`config.mk`:
```
export PLATFORM = sky130hd
export DESIGN_NAME = prefetch_fetcher
export DESIGN_NICKNAME = d
export VERILOG_FILES = /design/src/rtl/fetcher_pkg.sv /design/src/rtl/fetch_fifo.sv /design/src/rtl/prefetch_fetcher.sv
export SDC_FILE = /design/constraint.sdc
export NUM_CORES = 1
export LEC_CHECK = 0
export CAP_MARGIN = 20
export CORE_UTILIZATION = 44
export CTS_CLUSTER_DIAMETER = 120
export DETAILED_ROUTE_END_ITERATION = 16
export GPL_ROUTABILITY_DRIVEN = 0
export MAX_ROUTING_LAYER = met4
export PLACE_DENSITY = 0.68
export SYNTH_ARGS = -nofsm -noshare
export SYNTH_HDL_FRONTEND = slang
export SYNTH_SLANG_ARGS = --single-unit
export TNS_END_PERCENT = 20
```
`constraint.sdc`:
```
create_clock -name clk -period 2.85 [get_ports clk]
set_input_delay 0.57 -clock clk [delete_from_list [all_inputs] [get_ports clk]]
set_output_delay 0.57 -clock clk [all_outputs]
set_load 0.1 [all_outputs]
```
`src/rtl/fetcher_pkg.sv`:
```
// Shared fetch-stage types: core scheduler state codes and fetcher state codes.
package fetcher_pkg;

    typedef enum logic [2:0] {
        CoreIdle    = 3'b000,
        CoreFetch   = 3'b001,
        CoreDecode  = 3'b010,
        CoreRequest = 3'b011,
        CoreWait    = 3'b100,
        CoreExecute = 3'b101,
        CoreUpdate  = 3'b110,
        CoreDone    = 3'b111
    } core_state_t;

    typedef enum logic [2:0] {
        StIdle     = 3'b000,
        StFetching = 3'b001,
        StFetched  = 3'b010
    } fetcher_state_t;

    localparam logic [2:0] CORE_FETCH  = 3'b001;
    localparam logic [2:0] CORE_DECODE = 3'b010;

endpackage

```
`src/rtl/fetch_fifo.sv`:
```
// Synchronous FIFO holding consecutive prefetched instructions; flush beats push.
module fetch_fifo
    import fetcher_pkg::*;
#(
    parameter int unsigned WIDTH = 16,
    parameter int unsigned DEPTH = 4,
    localparam int unsigned PW = $clog2(DEPTH),
    localparam int unsigned CW = PW + 1
) (
    input  logic             clk,
    input  logic             reset,
    input  logic             push,
    input  logic [WIDTH-1:0] push_data,
    input  logic             pop,
    input  logic             flush,
    output logic [CW-1:0]    count,
    output logic [WIDTH-1:0] head
);

    localparam logic [CW-1:0] FULL_C = CW'(DEPTH);

    logic [WIDTH-1:0] mem_q [DEPTH];
    logic [PW-1:0]    rd_ptr_q, wr_ptr_q;
    logic [CW-1:0]    count_q;
    logic             do_push, do_pop;

    // Qualify requests: flush cancels both, push into a full FIFO only alongside a pop.
    always_comb begin
        do_pop  = pop && !flush && (count_q != '0);
        do_push = push && !flush && ((count_q != FULL_C) || do_pop);
    end

    // Pointer and occupancy bookkeeping.
    always_ff @(posedge clk) begin
        if (reset || flush) begin
            rd_ptr_q <= '0;
            wr_ptr_q <= '0;
            count_q  <= '0;
        end else begin
            if (do_push) wr_ptr_q <= wr_ptr_q + PW'(1);
            if (do_pop)  rd_ptr_q <= rd_ptr_q + PW'(1);
            case ({do_push, do_pop})
                2'b10:   count_q <= count_q + CW'(1);
                2'b01:   count_q <= count_q - CW'(1);
                default: count_q <= count_q;
            endcase
        end
    end

    // Storage needs no reset; count gates every read.
    always_ff @(posedge clk) begin
        if (do_push) mem_q[wr_ptr_q] <= push_data;
    end

    assign count = count_q;
    assign head  = mem_q[rd_ptr_q];

endmodule

```
`src/rtl/prefetch_fetcher.sv`:
```
// Instruction fetcher with a sequential prefetch buffer in front of program memory.
module prefetch_fetcher
    import fetcher_pkg::*;
#(
    parameter int unsigned PROGRAM_MEM_ADDR_BITS = 8,
    parameter int unsigned PROGRAM_MEM_DATA_BITS = 16,
    parameter int unsigned PREFETCH_DEPTH        = 4,
    parameter bit          PREFETCH_EN           = 1'b1
) (
    input  logic                             clk,
    input  logic                             reset,
    input  logic [2:0]                       core_state,
    input  logic [PROGRAM_MEM_ADDR_BITS-1:0] current_pc,
    output logic                             mem_read_valid,
    output logic [PROGRAM_MEM_ADDR_BITS-1:0] mem_read_address,
    input  logic                             mem_read_ready,
    input  logic [PROGRAM_MEM_DATA_BITS-1:0] mem_read_data,
    output logic [2:0]                       fetcher_state,
    output logic [PROGRAM_MEM_DATA_BITS-1:0] instruction
);

    localparam int unsigned AW = PROGRAM_MEM_ADDR_BITS;
    localparam int unsigned DW = PROGRAM_MEM_DATA_BITS;
    localparam int unsigned CW = $clog2(PREFETCH_DEPTH) + 1;
    localparam logic [CW-1:0] DEPTH_C = CW'(PREFETCH_DEPTH);
    localparam logic [AW-1:0] PC_STEP = AW'(1);

    fetcher_state_t state_q;
    logic [DW-1:0]  instr_q;
    logic           valid_q;   // high exactly while a read is outstanding
    logic [AW-1:0]  addr_q;
    logic           disc_q;    // outstanding read belongs to a flushed stream
    logic [AW-1:0]  head_pc_q;
    logic [AW-1:0]  next_addr_q;

    logic [CW-1:0]  fifo_count;
    logic [DW-1:0]  fifo_head;
    logic           fetch_req, buf_hit, buf_miss;
    logic           resp, resp_keep, demand_done, fifo_push, issue;

    fetch_fifo #(
        .WIDTH (DW),
        .DEPTH (PREFETCH_DEPTH)
    ) u_fifo (
        .clk       (clk),
        .reset     (reset),
        .push      (fifo_push),
        .push_data (mem_read_data),
        .pop       (buf_hit),
        .flush     (buf_miss),
        .count     (fifo_count),
        .head      (fifo_head)
    );

    // Decode hit/miss, response routing and the single issue path.
    always_comb begin
        fetch_req   = (state_q == StIdle) && (core_state == CORE_FETCH);
        buf_hit     = fetch_req && (fifo_count != '0) && (head_pc_q == current_pc);
        buf_miss    = fetch_req && !buf_hit;
        resp        = valid_q && mem_read_ready;
        // A response racing a flush is as stale as one already marked for discard.
        resp_keep   = resp && !disc_q && !buf_miss;
        demand_done = resp_keep && (state_q == StFetching);
        fifo_push   = resp_keep && (state_q != StFetching) && PREFETCH_EN;
        // Issue is held off in the miss cycle so the refetch starts from the new PC.
        issue       = !valid_q && !buf_miss &&
                      ((state_q == StFetching) || (PREFETCH_EN && (fifo_count < DEPTH_C)));
    end

    // Fetch FSM plus request channel, discard flag and address counters.
    always_ff @(posedge clk) begin
        if (reset) begin
            state_q     <= StIdle;
            instr_q     <= '0;
            valid_q     <= 1'b0;
            addr_q      <= '0;
            disc_q      <= 1'b0;
            head_pc_q   <= '0;
            next_addr_q <= '0;
        end else begin
            unique case (state_q)
                StIdle: begin
                    if (buf_hit) begin
                        instr_q   <= fifo_head;
                        head_pc_q <= head_pc_q + PC_STEP;
                        state_q   <= StFetched;
                    end else if (buf_miss) begin
                        head_pc_q <= current_pc;
                        state_q   <= StFetching;
                    end
                end
                StFetching: begin
                    if (demand_done) begin
                        instr_q   <= mem_read_data;
                        head_pc_q <= head_pc_q + PC_STEP;
                        state_q   <= StFetched;
                    end
                end
                StFetched: begin
                    if (core_state == CORE_DECODE) state_q <= StIdle;
                end
                default: state_q <= StIdle;
            endcase

            if (resp) begin
                valid_q <= 1'b0;
            end else if (issue) begin
                valid_q     <= 1'b1;
                addr_q      <= next_addr_q;
                next_addr_q <= next_addr_q + PC_STEP;
            end
            if (buf_miss) next_addr_q <= current_pc;

            if (buf_miss && valid_q && !mem_read_ready) begin
                disc_q <= 1'b1;
            end else if (resp) begin
                disc_q <= 1'b0;
            end
        end
    end

    assign mem_read_valid   = valid_q;
    assign mem_read_address = addr_q;
    assign fetcher_state    = state_q;
    assign instruction      = instr_q;

endmodule
```
* Yosys cells after proc, flatten, opt, wreduce, memory -nomap -nowiden
Memories as Yosys holds them, arrays and structs flattened. A register that Yosys moved wholly into a read port is not among the register bits. Cells that the tools add are included. Widths: inputs -> output; s select.
Operators by class: magnitude comparators 1, multiplexer cells 22, equal/unequal tests 14, reduce and logical (&&, ||, !) cells 37, add/sub/neg operators 6, bitwise logic cells 1
Operators with widths (number):
- $mux 8 | 6
- $mux 16 | 2
- $pmux 16 s2 | 1
- $logic_and 1x1->1 | 17
- $add 8x1->8 const B | 2
- $pmux 8 s2 | 1
- $mux 3 | 4
- $pmux 3 s3 | 1
- $reduce_and 3->1 | 3
- $eq 8x8->1 | 1
- $reduce_bool 2->1 | 4
- $eq 3x1->1 const B | 2
- $eq 3x2->1 const B | 2
- $ne 2x2->1 const B | 3
- $pmux 3 s2 | 1
- $logic_not 1->1 | 5
- $add 2x1->2 const B | 2
- $mux 1 | 4
- $mux 2 | 2
- $reduce_and 2->1 | 2
- $add 3x1->3 const B | 1
- $logic_not 3->1 | 1
- $logic_or 1x1->1 | 3
- $lt 3x3->1 const B | 1
- other kinds (10) | 10
Storage, ports and cells: memories kept 1, bits of input ports 30, word-level logic and storage cells 92, RAM bits 64, output and inout port bits 28, flip-flop bits (word level) 52
Memory list:
- u_fifo.mem_q | depth 4, width 16, rd ports 1, clocked after memory_dff 1, wr ports 1, RTL line fetch_fifo.sv:22 | logic [WIDTH-1:0] mem_q [DEPTH];

* Longest topological paths before layout
depth in word-level cells 13, mapped depth 10, depth with buffers taken out 9

* Modules after synthesis
Synthesis repeated with hierarchy kept, for this count alone.
Second synthesis, totals: cells, all modules 418, area, all modules 5237.5 um^2
By module, submodules not included:
- fetch_fifo | cells each 140, sequential area each 2102.0 um^2, area an instance 2819.0 um^2, times used 1
- prefetch_fetcher | cells each 278, sequential area each 880.8 um^2, area an instance 2418.6 um^2, times used 1

* Worst setup path before layout
No wires, ideal clock.
path type reg2reg, start point register state_q[0] (netlist: fetcher_state[0]), end point memory u_fifo.mem_q[0][0] (enable), required time 2.476 ns, path slack -0.271 ns, arrival 2.748 ns, stages on the path, launching flop included 7, buffers on the path 1, cells stage by stage dfxtp_1 nor4b_2 or3b_1 buf_2 or4b_4 nand3_2 and3_1
On the way: cells in the longest elaborated chain, start to end 13, elaborated cells between the ends (all ways) 17, classes of those cells eq/ne: 1; mux: 2; reduce/logical: 14
RTL lines:
- from (decl) | RTL line prefetch_fetcher.sv:28 | fetcher_state_t state_q;
- from (signal assigned) | RTL line prefetch_fetcher.sv:73 | state_q <= StIdle;
- from (signal assigned) | RTL line prefetch_fetcher.sv:86 | state_q <= StFetched;
- from (signal assigned) | RTL line prefetch_fetcher.sv:89 | state_q <= StFetching;
- $logic_not 3->1 | RTL line prefetch_fetcher.sv:57 | fetch_req = (state_q == StIdle) && (core_state == CORE_FETCH);
- $logic_and 1x1->1 | RTL line prefetch_fetcher.sv:57
- $logic_and 1x1->1 (2 in a row) | RTL line prefetch_fetcher.sv:58 | buf_hit = fetch_req && (fifo_count != '0) && (head_pc_q == current_pc);
- $logic_not 1->1 | RTL line prefetch_fetcher.sv:59 | buf_miss = fetch_req && !buf_hit;
- $logic_and 1x1->1 | RTL line prefetch_fetcher.sv:59
- $logic_not 1->1 | RTL line fetch_fifo.sv:29, fetch_fifo.sv:30, prefetch_fetcher.sv:62
- $logic_and 1x1->1, on equally long branches | RTL line prefetch_fetcher.sv:62, fetch_fifo.sv:29
- $logic_and 1x1->1, on equally long branches | RTL line prefetch_fetcher.sv:64, fetch_fifo.sv:29
- $logic_and 1x1->1 / $logic_or 1x1->1 (equally long branches) | RTL line fetch_fifo.sv:30 | do_push = push && !flush && ((count_q != FULL_C) || do_pop);
- $logic_and 1x1->1 (*) | RTL line fetch_fifo.sv:30
- $mux 1 (*) | RTL line fetch_fifo.sv:52 | if (do_push) mem_q[wr_ptr_q] <= push_data;
- $mux 1 (not written as such) (*) | RTL line fetch_fifo.sv:52
- to (decl) | RTL line fetch_fifo.sv:22
Every way passes the cells marked *; elsewhere a longest branch is shown, timed or not.

* Worst setup path in the final report
start point input port core_state[1], end point register head_pc_q[1]
On the way: cells in the longest elaborated chain, start to end 11, elaborated cells between the ends (all ways) 14, classes of those cells eq/ne: 3; mux: 2; reduce/logical: 9
RTL lines:
- from (decl) | RTL line prefetch_fetcher.sv:12 | input logic [2:0] core_state,
- $eq 3x1->1 (*) | RTL line prefetch_fetcher.sv:57
- $logic_and 1x1->1 (*) | RTL line prefetch_fetcher.sv:57
- $logic_and 1x1->1 (2 in a row) | RTL line prefetch_fetcher.sv:58
- $logic_not 1->1 | RTL line prefetch_fetcher.sv:59
- $logic_and 1x1->1 | RTL line prefetch_fetcher.sv:59
- $logic_not 1->1 | RTL line prefetch_fetcher.sv:62 | resp_keep = resp && !disc_q && !buf_miss;
- $logic_and 1x1->1 | RTL line prefetch_fetcher.sv:62
- $logic_and 1x1->1 | RTL line prefetch_fetcher.sv:63 | demand_done = resp_keep && (state_q == StFetching);
- $ne 2x2->1 (no line)
- $reduce_and 3->1 (no line)
- to (signal assigned) | RTL line prefetch_fetcher.sv:85 | head_pc_q <= head_pc_q + PC_STEP;
- to (signal assigned) | RTL line prefetch_fetcher.sv:88 | head_pc_q <= current_pc;
- to (signal assigned) | RTL line prefetch_fetcher.sv:95 | head_pc_q <= head_pc_q + PC_STEP;
- to (decl) | RTL line prefetch_fetcher.sv:33 | logic [AW-1:0] head_pc_q;
Marked as above. A chain may end at the register's enable or synchronous reset.

==> out/summary.log <==
[min_path] source of the worst hold timing path mem_read_address[7]
[finish] Antenna Cells 0
[worst_setup_path] cell with the biggest individual delay on the critical path or4b_4
[timing] worst relative slew slack 0.388
[worst_setup_path] worst path required time 3.24 ns
[placement] pre-CTS WS -0.428 ns
[timing] Max Slew Vio Count 0
[global_route] gr ovfl total 0
[routing] Final ANT Viol Nets 0
[clock_tree] clock net sink count 117
[floorplanning] die extent in y 108 µm
[clock_tree] Post-CTS Setup Repair Bufs 0
[floorplanning] row count 38
[worst_setup_path] Crit path buffers/inverters 2
[finish] commonest non-fill, non-tap cell in the layout edfxtp_1
[routing] initial detailed-routing violation count 209
[power] worst supply voltage drop on vdd 425 µV
[worst_setup_path] worst flop-to-flop path startpoint fetcher_state[0]
[clock_tree] later-pin clock latency in the skew report 0.51 ns
[timing] unrepaired setup endpoints after global routing no
[timing] Max Freq 374 MHz
[logic_synthesis] post-synthesis area per instance 12.5 µm²
[finish] fraction of final layout cells sized beyond drive strength 1 0.252
[timing] final total negative setup slack 0 ns
[logic_synthesis] sequential fraction of the synthesis area 0.608
[worst_setup_path] top fanout value on the critical path 9
[logic_synthesis] Synth Warn # 0
[routing] Post-Route WL 11200 µm
[clock_tree] clock buffer depth 2
[timing] post-route setup slack 0.178 ns
[placement] Cells after DPL 608
[routing] residual DRC count 0
[routing] detailed-routing iteration count for the pre-antenna-repair pass 5
[worst_setup_path] cell-by-cell trace of the critical path clkdlybuf4s50_1 -> nor4b_2 -> or3b_1 -> or4b_4 -> nand3_2 -> buf_4 -> nor2_1 -> a2111oi_2
[logic_synthesis] Netlist cell types 45
[min_path] hold-critical path depth 2
[outcome] outcome completed
[worst_setup_path] critical path type in2reg
[clock_tree] number of cells upsized or downsized after cts 0
[run] Max Cap Violations 0
[worst_setup_path] biggest cell delay along the critical path 0.59 ns
[timing] Worst-Margin Slew 0.911 ns
[timing] Final setup viols 0
[global_route] largest net degree at the start of global routing 40
[finish] area growth from synthesis to layout 31.0%
[routing] detailed-route wire length per cell 17.5 µm
[clock_tree] total of hold buffers inserted after clock tree synthesis 0
[worst_setup_path] arrival time at the worst endpoint 3.06 ns
[floorplanning] count of boundary I/O pins 58
[worst_setup_path] Register-to-Register Path Depth 7
[min_path] Hold EP mem_read_address[7]
[routing] highest routing layer actually used met4
[global_route] via count of the first global-routing pass 3547
[logic_synthesis] total of flip-flops plus latches after synthesis 117
[timing] Final Skew 0.0112 ns
[finish] commonest cells after routing, fill and taps aside 64 x edfxtp_1, 61 x buf_4, 52 x dfxtp_1, 50 x nand2_1, 42 x nor2_1
[placement] Post-DP Area 0.00587 mm²
[timing] hold violation count in the final report 0
[logic_synthesis] flip-flop cell with the highest count after synthesis edfxtp_1
[worst_setup_path] category of cells accounting for the largest share of critical-path delay simple AND/OR/NAND/NOR gates
[clock_tree] master cell of the clock root buffer clkbuf_8
[global_route] initial antenna violation count 0
[timing] worst hold margin 0.464 ns
[clock_tree] level count of the clock H-tree 4
[timing] crit share post-route 0.938
[routing] met1 WL 4930 µm
[clock_tree] clock tree from TritonCTS built
[worst_setup_path] element type at the critical path end flop
[worst_setup_path] worst-case register-to-register setup slack 0.32 ns
[finish] number of nets in the layout 524
[power] power per unit of standard cell area 654 mW/mm²
[routing] detailed route wirelength on metal3 528 µm
[routing] routed vias 3498
[finish] Final Util 0.592
[floorplanning] starting density of the core 0.452
[worst_setup_path] RR Endpoint head_pc_q[1]
[global_route] wire length of the first global-routing pass 18100 µm
[floorplanning] area of the die 0.0116 mm²
[placement] # port buffers 56
[timing] fin crit period 2.67 ns
[finish] count of placed standard cells in the final layout, fillers left out 640
[clock_tree] number of CTS-inserted buffers 17
[power] Final Power 4.20 mW
[logic_synthesis] net count after synthesis 430
[routing] detail-routed via count per cell 5.47
[placement] post-detailed-placement half-perimeter wirelength 7400 µm
[clock_tree] CTS clk-pin slew, worst paths 0.06 ns
[routing] amount of wire on met2 after detailed routing 5520 µm
[logic_synthesis] netlist area before placement 0.00490 mm²
[min_path] path category of the worst min-delay check reg2reg
[global_route] overall global routing resource usage 0.220
[logic_synthesis] Async S/R FF share, synth 0
[floorplanning] Die Width 108 µm
[power] leakage power total 2.28 nW
[worst_setup_path] Worst setup SP type primary input
[logic_synthesis] EDFF count, synth 64
[floorplanning] Core Footprint 0.0108 mm²
[finish] cell area after layout 0.00642 mm²
[logic_synthesis] post-synthesis cell count 393
## how the worst max path moves through the flow
stage                                 from                 end  slack, ns  depth (start not counted)
after floorplan           fetcher_state[0]  u_fifo.mem_q[0][0]       0.14                          6
after global placement       core_state[1]  u_fifo.mem_q[2][0]      -0.25                          7
after detailed placement     core_state[1]        head_pc_q[1]      -0.43                          8
after CTS                    core_state[1]        head_pc_q[1]       0.08                          8
after global routing         core_state[1]     u_fifo.count[1]       0.07                          8
final                        core_state[1]        head_pc_q[1]       0.18                          8
## metal layers
metal  track usage  vias up
li1              -     1664
met1         0.271     1708
met2         0.348      106
met3        0.0508       20
met4        0.0920        0
met5             -        -
## power by group
group          leakage (nW)  switching [mW]  internal (mW)
sequential             1.01          0.0366           1.83
clock                 0.251           0.734           1.17
combinational          1.02           0.261          0.168
total                  2.28            1.03           3.17
## tightest hold or removal path: stages (launching register included)
cell	delay, ns
dfxtp_1	0.31
nand2_1	0.05
a21oi_1	0.05
## flip-flops by register name (all words and copies together) (netlist names), named ones only
signal and flops:
head_pc_q 8, disc_q 1, u_fifo.wr_ptr_q 2, u_fifo.rd_ptr_q 2, instruction 16, mem_read_valid 1, next_addr_q 8, mem_read_address 8
u_fifo.mem_q 64, fetcher_state 2, u_fifo.count 3
## cell type report
type                            count  area (µm²)
Clock buffer                       20         435
Clock inverter                     12         104
Fill cell                         852        4420
Inverter                            5        18.8
Multi-Input combinational cell    249        1810
Sequential cell                   117        2980
Tap cell                          140         175
Timing Repair Buffer               97         888
## synth_stat cells, types with 9 or more instances
cell type | n | area, µm²
nand2_1 | 50 | 188
dfxtp_1 | 53 | 1060
a311oi_1 | 17 | 149
nor2_1 | 42 | 158
nand3_1 | 13 | 65.1
mux4_2 | 16 | 360
a21oi_1 | 12 | 60.1
a31oi_1 | 11 | 68.8
mux2i_1 | 9 | 90.1
xnor2_1 | 14 | 123
clkbuf_1 | 16 | 60.1
edfxtp_1 | 64 | 1920
## logic make-up after synthesis
| family | count (synthesis) | synth area share |
|---|---|---|
| fa+ha+maj | 7 | 0.0194 |
| xor+xnor | 19 | 0.0339 |
| simple gates | 132 | 0.126 |
| other cells | 1 | 0.000765 |
| compound gates | 65 | 0.0962 |
| buf+inv | 27 | 0.0237 |
| mux | 25 | 0.0919 |
| flops | 117 | 0.608 |
Power figures use the tool's default switching activity.
